<file path="src/rtl/sigmoid_plan_pipe.sv">
// -----------------------------------------------------------------------------
// sigmoid_plan_pipe
//
// Fully pipelined PLAN piecewise-linear approximation of y = 1/(1+e^-x).
// Signed fixed-point x (IN_W bits, IN_FRAC fractional) in, unsigned Q0.OUT_W
// y out. Three registered stages with valid/ready backpressure:
//   S1  magnitude |x|, sign, region decode
//   S2  positive-half value yp = C + (|x| >> k), exact, OUT_W+1 bits wide
//   S3  mirror for negative x (2^OUT_W - yp) or clip to all-ones for x >= 0
// Negative inputs are produced by exact mirroring, so y(x)+y(-x) = 2^OUT_W
// wherever the positive half does not clip.
//
// Optional feature macro: SIGMOID_SAT_CNT_EN
//   When defined, adds o_sat (sample came from the saturated region, registered
//   alongside o_y) and o_sat_cnt (saturating 16-bit count of saturated samples
//   transferred at the output). When undefined the datapath is identical and
//   neither port exists.
//
// Ports
//   clk          in   1      clock, rising edge
//   rst          in   1      synchronous reset, active-high
//   i_in_valid   in   1      input sample valid
//   o_in_ready   out  1      block accepts i_x this cycle (combinational)
//   i_x          in   IN_W   signed input sample
//   o_out_valid  out  1      o_y valid
//   i_out_ready  in   1      downstream accepts o_y
//   o_y          out  OUT_W  sigmoid result, unsigned Q0.OUT_W
//   o_sat        out  1      (SIGMOID_SAT_CNT_EN) sample was saturated
//   o_sat_cnt    out  16     (SIGMOID_SAT_CNT_EN) saturated-sample count
// -----------------------------------------------------------------------------
module sigmoid_plan_pipe #(
   parameter int IN_W    = 8,
   parameter int IN_FRAC = 5,
   parameter int OUT_W   = 16
) (
   input  logic             clk,
   input  logic             rst,
   input  logic             i_in_valid,
   output logic             o_in_ready,
   input  logic [IN_W-1:0]  i_x,
   output logic             o_out_valid,
   input  logic             i_out_ready,
   output logic [OUT_W-1:0] o_y
`ifdef SIGMOID_SAT_CNT_EN
   ,
   output logic             o_sat,
   output logic [15:0]      o_sat_cnt
`endif
);

   // Widths: YW holds yp including the 1.0 bit; MW holds |x| aligned to the
   // output binary point; CW holds 8*|x| for exact threshold comparisons.
   localparam int SH = OUT_W - IN_FRAC;
   localparam int MW = IN_W + SH;
   localparam int YW = OUT_W + 1;
   localparam int CW = IN_W + 8;

   // Region thresholds expressed as 8*threshold in input LSBs so that the
   // 2.375 boundary (19/8) stays an integer for any IN_FRAC.
   localparam logic [CW-1:0] T_R1 = CW'(32'd8)  << IN_FRAC;  // 1.0
   localparam logic [CW-1:0] T_R2 = CW'(32'd19) << IN_FRAC;  // 2.375
   localparam logic [CW-1:0] T_R3 = CW'(32'd40) << IN_FRAC;  // 5.0

   // Segment offsets in Q1.OUT_W.
   localparam logic [YW-1:0] C_R0  = YW'(32'd1)  << (OUT_W - 1);  // 0.5
   localparam logic [YW-1:0] C_R1  = YW'(32'd5)  << (OUT_W - 3);  // 0.625
   localparam logic [YW-1:0] C_R2  = YW'(32'd27) << (OUT_W - 5);  // 0.84375
   localparam logic [YW-1:0] Y_ONE = YW'(32'd1)  << OUT_W;        // 1.0

   localparam logic [1:0] REG_R0 = 2'd0;
   localparam logic [1:0] REG_R1 = 2'd1;
   localparam logic [1:0] REG_R2 = 2'd2;
   localparam logic [1:0] REG_R3 = 2'd3;

   // Reject parameter sets the exact datapath cannot represent.
   if ((OUT_W < IN_FRAC + 5) || (IN_W <= IN_FRAC + 1)) begin : g_param_check
      $error("sigmoid_plan_pipe: illegal parameters (need OUT_W >= IN_FRAC+5 and IN_W > IN_FRAC+1)");
   end

   // ------------------------------------------------------------------
   // Stage registers
   // ------------------------------------------------------------------
   logic             s1_valid_r;
   logic [IN_W-1:0]  s1_mag_r;
   logic             s1_sign_r;
   logic [1:0]       s1_region_r;

   logic             s2_valid_r;
   logic [YW-1:0]    s2_yp_r;
   logic             s2_sign_r;

   logic             s3_valid_r;
   logic [OUT_W-1:0] s3_y_r;

   // ------------------------------------------------------------------
   // Combinational signals
   // ------------------------------------------------------------------
   logic             s1_en_s;
   logic             s2_en_s;
   logic             s3_en_s;
   logic [IN_W-1:0]  mag_s;
   logic [CW-1:0]    mag8_s;
   logic [1:0]       region_s;
   logic [MW-1:0]    mag_full_s;
   logic [YW-1:0]    yp_s;
   logic [OUT_W-1:0] y_s;

   // Ready chain: a stage may load when empty or when its content moves on.
   always_comb begin
      s3_en_s    = !s3_valid_r || i_out_ready;
      s2_en_s    = !s2_valid_r || s3_en_s;
      s1_en_s    = !s1_valid_r || s2_en_s;
      o_in_ready = s1_en_s && !rst;
   end

   // S1 datapath: unsigned magnitude (exact for the most negative code) and
   // region decode against the scaled thresholds.
   always_comb begin
      mag_s    = i_x;
      mag8_s   = {CW{1'b0}};
      region_s = REG_R0;
      if (i_x[IN_W-1]) begin
         mag_s = IN_W'(32'd0) - i_x;
      end else begin
         mag_s = i_x;
      end
      mag8_s = CW'({mag_s, 3'b000});
      if (mag8_s < T_R1) begin
         region_s = REG_R0;
      end else if (mag8_s < T_R2) begin
         region_s = REG_R1;
      end else if (mag8_s < T_R3) begin
         region_s = REG_R2;
      end else begin
         region_s = REG_R3;
      end
   end

   // S2 datapath: positive-half value. The slope shift never drops set bits
   // because M carries at least five zero LSBs.
   always_comb begin
      mag_full_s = MW'(s1_mag_r) << SH;
      yp_s       = Y_ONE;
      case (s1_region_r)
         REG_R0:  yp_s = C_R0 + YW'(mag_full_s >> 2);
         REG_R1:  yp_s = C_R1 + YW'(mag_full_s >> 3);
         REG_R2:  yp_s = C_R2 + YW'(mag_full_s >> 5);
         REG_R3:  yp_s = Y_ONE;
         default: yp_s = Y_ONE;
      endcase
   end

   // S3 datapath: mirror negative inputs exactly; clip 1.0 to all-ones on
   // the positive side since Q0.OUT_W cannot hold 1.0.
   always_comb begin
      y_s = {OUT_W{1'b0}};
      if (s2_sign_r) begin
         y_s = OUT_W'(Y_ONE - s2_yp_r);
      end else if (s2_yp_r[OUT_W]) begin
         y_s = {OUT_W{1'b1}};
      end else begin
         y_s = s2_yp_r[OUT_W-1:0];
      end
   end

   // Pipeline registers: each stage loads from its predecessor when enabled,
   // otherwise holds. Data only captured alongside a valid sample.
   always_ff @(posedge clk) begin
      if (rst) begin
         s1_valid_r  <= 1'b0;
         s1_mag_r    <= {IN_W{1'b0}};
         s1_sign_r   <= 1'b0;
         s1_region_r <= REG_R0;
         s2_valid_r  <= 1'b0;
         s2_yp_r     <= {YW{1'b0}};
         s2_sign_r   <= 1'b0;
         s3_valid_r  <= 1'b0;
         s3_y_r      <= {OUT_W{1'b0}};
      end else begin
         if (s1_en_s) begin
            s1_valid_r <= i_in_valid;
            if (i_in_valid) begin
               s1_mag_r    <= mag_s;
               s1_sign_r   <= i_x[IN_W-1];
               s1_region_r <= region_s;
            end
         end
         if (s2_en_s) begin
            s2_valid_r <= s1_valid_r;
            if (s1_valid_r) begin
               s2_yp_r   <= yp_s;
               s2_sign_r <= s1_sign_r;
            end
         end
         if (s3_en_s) begin
            s3_valid_r <= s2_valid_r;
            if (s2_valid_r) begin
               s3_y_r <= y_s;
            end
         end
      end
   end

   assign o_out_valid = s3_valid_r;
   assign o_y         = s3_y_r;

`ifdef SIGMOID_SAT_CNT_EN
   logic        s2_sat_r;
   logic        s3_sat_r;
   logic [15:0] sat_cnt_r;

   // Saturation flag travels with its sample through S2 and S3.
   always_ff @(posedge clk) begin
      if (rst) begin
         s2_sat_r <= 1'b0;
         s3_sat_r <= 1'b0;
      end else begin
         if (s2_en_s && s1_valid_r) begin
            s2_sat_r <= (s1_region_r == REG_R3);
         end
         if (s3_en_s && s2_valid_r) begin
            s3_sat_r <= s2_sat_r;
         end
      end
   end

   // Saturating count of saturated samples, counted at output transfer.
   always_ff @(posedge clk) begin
      if (rst) begin
         sat_cnt_r <= 16'h0000;
      end else if (s3_valid_r && i_out_ready && s3_sat_r && (sat_cnt_r != 16'hFFFF)) begin
         sat_cnt_r <= sat_cnt_r + 16'h0001;
      end else begin
         sat_cnt_r <= sat_cnt_r;
      end
   end

   assign o_sat     = s3_sat_r;
   assign o_sat_cnt = sat_cnt_r;
`endif

endmodule

</file>
<file path="config.mk">
export PLATFORM = sky130hd
export DESIGN_NAME = sigmoid_plan_pipe
export DESIGN_NICKNAME = d
export VERILOG_FILES = /design/src/rtl/sigmoid_plan_pipe.sv
export SDC_FILE = /design/constraint.sdc
export NUM_CORES = 1
export LEC_CHECK = 0
export BUFFER_PORTS_ARGS = -buffer_cell sky130_fd_sc_hd__buf_2
export CAP_MARGIN = 20
export CORE_MARGIN = 2
export CORE_UTILIZATION = 45
export CTS_BUF_LIST = sky130_fd_sc_hd__clkbuf_4 sky130_fd_sc_hd__clkbuf_8
export DETAILED_ROUTE_END_ITERATION = 10
export PLACE_DENSITY = 0.74
export SLEW_MARGIN = 25
export SYNTH_ARGS = -nofsm -noshare
export SYNTH_HDL_FRONTEND = slang
export SYNTH_SLANG_ARGS = --single-unit
</file>
<file path="constraint.sdc">
create_clock -name clk -period 1.6 [get_ports clk]
set_input_delay 0.24 -clock clk [delete_from_list [all_inputs] [get_ports clk]]
set_output_delay 0.24 -clock clk [all_outputs]
set_load 0.02 [all_outputs]
</file>
# Word level (Yosys, flattened, before mapping)
# Index checks and enable logic that the tools add are counted.
# W data, S select, Z words.
[op_classes]
n_addsub = 5
order_cmp = 3
eq_ne = 3
n_mux = 7
n_reduce_logical = 12
[ops]
columns = ["op", "count"]
rows = [
  ["$pmux W17 S4", 1],
  ["$mux W16", 2],
  ["$add A16 B14 Y17 const A", 1],
  ["$add A16 B16 Y17 const A", 1],
  ["$add A16 B17 Y17 const A", 1],
  ["$sub A1 B16 Y16 const A", 1],
  ["$lt A11 B10 Y1 const B", 1],
  ["$lt A11 B11 Y1 const B", 1],
  ["$lt A11 B9 Y1 const B", 1],
  ["$mux W8", 1],
  ["$sub A1 B8 Y8 const A", 1],
  ["$reduce_and A2 Y1", 3],
  ["$eq A2 B2 Y1 const B", 2],
  ["$logic_not A1 Y1", 4],
  ["$mux W2", 2],
  ["$logic_or A1 B1 Y1", 3],
  ["$eq A2 B1 Y1 const B", 1],
  ["$logic_not A2 Y1", 1],
  ["$logic_and A1 B1 Y1", 1],
  ["$mux W1", 1],
]
[word_totals]
register_bits = 48
in_bits = 12
out_inout_bits = 18
elab_cells = 39

# Longest topological paths before layout
[depth]
word_depth = 6
depth_mapped = 7
ltp_nobuf = 7

# Least setup slack after synthesis
# OpenSTA, ideal clock, no wires.
[synth_path]
path_type = "input to register"
startpoint = "input i_x[0]"
endpoint = "register s1_region_r[0]"
setup_time_ns = 0.117
arrival_ns = 1.552
required_time_ns = 1.483
slack_ns = -0.069
path_stages = 7
cell_sequence = "inv_1 > ha_1 > or3b_4 > mux2i_1 > a32oi_1 > o211ai_1 > a32o_1"
[synth_via]
elab_chain_cells = 6
word_cells_on_any_way = 8
[synth_rtl]
columns = ["item", "line_no", "source"]
rows = [
  ["start: declaration", "40", "input logic [IN_W-1:0] i_x,"],
  ["$sub A1 B8 Y8", "123", "mag_s = IN_W'(32'd0) - i_x;"],
  ["$mux W8 *", "122", "if (i_x[IN_W-1]) begin"],
  ["$lt A11 B11 Y1", "132", "end else if (mag8_s < T_R3) begin"],
  ["$mux W1", "132", ""],
  ["$mux W2", "130", "end else if (mag8_s < T_R2) begin"],
  ["$mux W2 *", "128", "if (mag8_s < T_R1) begin"],
  ["end signal: assignment", "185", "s1_region_r <= region_s;"],
  ["end: declaration", "86", "logic [1:0] s1_region_r;"],
]
# Every way passes the cells marked *; elsewhere a longest branch is shown, timed or not.
# A chain may end at the register's enable or synchronous reset.

# Worst setup path after layout
[layout_path]
startpoint = "register s2_yp_r[8]"
endpoint = "register s3_y_r[14], in the netlist o_y[14]"
[layout_via]
elab_chain_cells = 2
[layout_rtl]
columns = ["item", "line_no", "source"]
rows = [
  ["start: declaration", "89", "logic [YW-1:0] s2_yp_r;"],
  ["start signal: assignment", "175", "s2_yp_r <= {YW{1'b0}};"],
  ["start signal: assignment", "191", "s2_yp_r <= yp_s;"],
  ["$sub A1 B16 Y16", "158", "y_s = OUT_W'(Y_ONE - s2_yp_r);"],
  ["$mux W16", "157", "if (s2_sign_r) begin"],
  ["end signal: assignment", "178", "s3_y_r <= {OUT_W{1'b0}};"],
  ["end signal: assignment", "198", "s3_y_r <= y_s;"],
  ["end: declaration", "93", "logic [OUT_W-1:0] s3_y_r;"],
]
# No other way between the ends.

==> out/qor.yml <==
outcome:
  status: "completed"
hold_path:
  hold_class: "input pin to flip-flop"
final_layout:
  postLayoutCoreUtil_pct: 55.0
  antenna_cells: 0
  layoutNonFillerInstCount: 343
  nNetsFinal: 310
  filler_cell_count: 429
  area_growth_pct: 16.4
  final_layout_size_suffix_gt1_share_pct: 22.7
worst_setup_path:
  worst_setup_path_start_kind: "flip-flop"
  worstPathMaxFanout: 3
  required_ns: 1.80
  end_kind: "flip-flop"
  crit_arrival_ns: 1.69
  crit_type: "flip-flop to flip-flop"
floorplan:
  initial_core_util_pct: 47.3
  fp.dieW_um: 72.1
  fp.dieArea_sq_um: 5200
  core_area_sq_um: 4410
  dieHeight_um: 72.1
  ios: 30
  placement_rows: 24
logic_synthesis:
  ys_ff_latch: 37
  synth_edf_count: 0
  yosysWarnings: 0
  syn_avg_cell_area_sq_um: 8.12
  async_reset_ff_share_pct: 0
  synth.distinct_cells: 45
  synthFlopType: "dfxtp_1"
  synthesis.nets: 277
  netlist_area_sq_um: 2090
  seq_area_frac_synth_pct: 35.5
  synth_cells: 257
detailed_routing:
  drc: 0
  wl_per_cell_um: 11.9
  vias: 1800
  drtIter0Drc: 81
  routed_wl_mm: 4.10
  first_pass_iters: 4
  via_per_inst: 5.25
  drtAntennaViolNets: 0
cts:
  clk_transition_reported_paths_ns: 0.07
  clock_path_buffers: 2
  post-cts-setup-buffers: 0
  cts_buffers: 5
  htreeDepth: 2
  clk_latency_ns: 0.29
  clock-sinks: 37
  cts-root-buf: "clkbuf_8"
  ctsHoldBuffers: 0
  cts_tree: "built"
timing:
  period_minus_slack_ns: 1.49
  clock_skew_ns: 0.00646
  clock.fmax_ghz: 0.671
  slew_headroom_pct: 64.0
  finalCritPeriodShare_pct: 93.2
  tightestPinTransition_ns: 0.540
  rsz0062_at_grt: "no"
  finalSetupViolations: 0
  hold_viol_final: 0
  slew_violations: 0
placement:
  place_inst: 335
  dp_hpwl_mm: 3.13
  routabilityCongestion: 0.778
  io_buffer_count: 29
global_route:
  grt_pass1_vias: 1581
  grt_first_pass_wirelength_mm: 6.87
  grt_max_degree: 18
  grtUsageTotal_pct: 16.6
  antenna_found_initial: 0
  grt_remaining_overflow: 0
pwr:
  power_density_nw_per_um2: 845
  p_leak_nw: 1.01
  vdd_ir_drop_max_mv: 0.350
job:
  cap_violations: 0
## worst paths after layout
check	startpoint	endpoint	slack, ns	cells past startpoint
hold / removal	i_in_valid	s1_valid_r	0.18	3
setup reg to reg	s2_yp_r[8]	o_y[14]	0.11	5
setup / recovery	s2_yp_r[8]	o_y[14]	0.11	5
hold reg to reg	o_y[8]	o_y[8]	0.45	2
## cell usage after synthesis (6+ instances only)
cell / number / area [sq um]
nor2_1: 40 / 150
dfxtp_1: 37 / 741
nand2_1: 21 / 78.8
a211oi_1: 19 / 143
a21oi_1: 16 / 80.1
inv_1: 15 / 56.3
o21ai_0: 10 / 50.1
clkbuf_1: 9 / 33.8
ha_1: 8 / 100
xor2_1: 8 / 70.1
mux2i_1: 7 / 70.1
nor3_1: 6 / 30.0
## sequential cells by signal, indices dropped and copies added (netlist names), 2 cells and up
register	cells
o_y	11
s1_mag_r	8
s1_region_r	2
s2_yp_r	11
## report_power, final
part	internal (mW)	switching (mW)
combinational	0.168	0.225
clock	0.319	0.319
sequential	0.974	0.0471
total	1.46	0.591
## final cells by class
| cell class | count | area, sq um | share of cell area, % |
|---|---|---|---|
| well taps | 52 | 65.1 | 2.68 |
| flip-flops and latches | 37 | 742 | 30.5 |
| clock buffers | 6 | 76.3 | 3.14 |
| inverters | 15 | 56.3 | 2.32 |
| clock inverters | 2 | 10.0 | 0.412 |
| multi-input cells | 186 | 1210 | 50.0 |
| repair buffers | 45 | 265 | 10.9 |
## critical path: stages, from the launching register on
cell and delay (ns):
dfxtp_1 0.34, nor4_4 0.31, nand2b_1 0.14, o31a_1 0.26, xnor2_1 0.12, a211oi_1 0.24
## cell families (layout without fill, tap and decap cells)
family                   count (synthesis)  in the layout  synth area share [%]
multiplexers                             7              7                  3.36
AO/OA/AOI/OAI                           67             67                  22.1
AND/OR/NAND/NOR                         91             91                  21.2
flip-flops                              37             37                  35.5
buffers and inverters                   34             68                  7.61
adder cells (fa/ha/maj)                  8              8                  4.80
XOR/XNOR                                13             13                  5.46
## cell usage in the layout, fill, tap and decap left out, drive strengths merged, types with 2 or more instances in the layout
cell type / synthesis / routed
o41ai: 3 / 3
a21oi: 17 / 17
o221ai: 2 / 2
o21ai: 11 / 11
and2: 4 / 4
nand2: 21 / 21
o22ai: 2 / 2
nor2b: 2 / 2
nor4: 2 / 2
a311oi: 2 / 2
nor2: 40 / 40
a211oi: 19 / 19
nand3: 2 / 2
nand2b: 4 / 4
nand3b: 4 / 4
clkinv: 0 / 2
o211ai: 2 / 2
buf: 10 / 45
a31oi: 2 / 2
xnor2: 5 / 5
inv: 15 / 15
or3: 2 / 2
dfxtp: 37 / 37
xor2: 8 / 8
nor3: 6 / 6
ha: 8 / 8
mux2i: 7 / 7
clkbuf: 9 / 6
## timing repair
item | in CTS | in global routing
endpoints found under the setup margin | 0 | 4
gates resized for setup | 0 | 4
hold endpoints to repair | 0 | 0
## per-stage QoR
stage | TNS, ns | hold WS [ns] | area (sq um) | power (mW) | setup slack, ns
6_report | 0 | 0.185 | 2430 | 2.05 | 0.109
4_1_cts | 0 | 0.181 | 2410 | 2.06 | 0.0426
3_3_place_gp | -0.240 | 0.441 | 2330 | 1.42 | -0.122
5_1_grt | 0 | 0.216 | 2430 | 2.17 | 0.00545
3_5_place_dp | -0.278 | 0.448 | 2330 | 1.43 | -0.143
2_1_floorplan | 0 | 0.361 | 2100 | 1.32 | 0.0147
## layer usage
layer | wire length [um] | part of all wire, % | track usage [%] | up-vias
li1 | - | - | - | 960
met1 | 1900 | 46 | 19.6 | 808
met2 | 2030 | 50 | 29.3 | 27
met3 | 132 | 3.2 | 4.58 | 5
met4 | 39 | 0.95 | 5.03 | 0
met5 | 0 | 0 | 0 | -
Power figures use the tool's default switching activity.
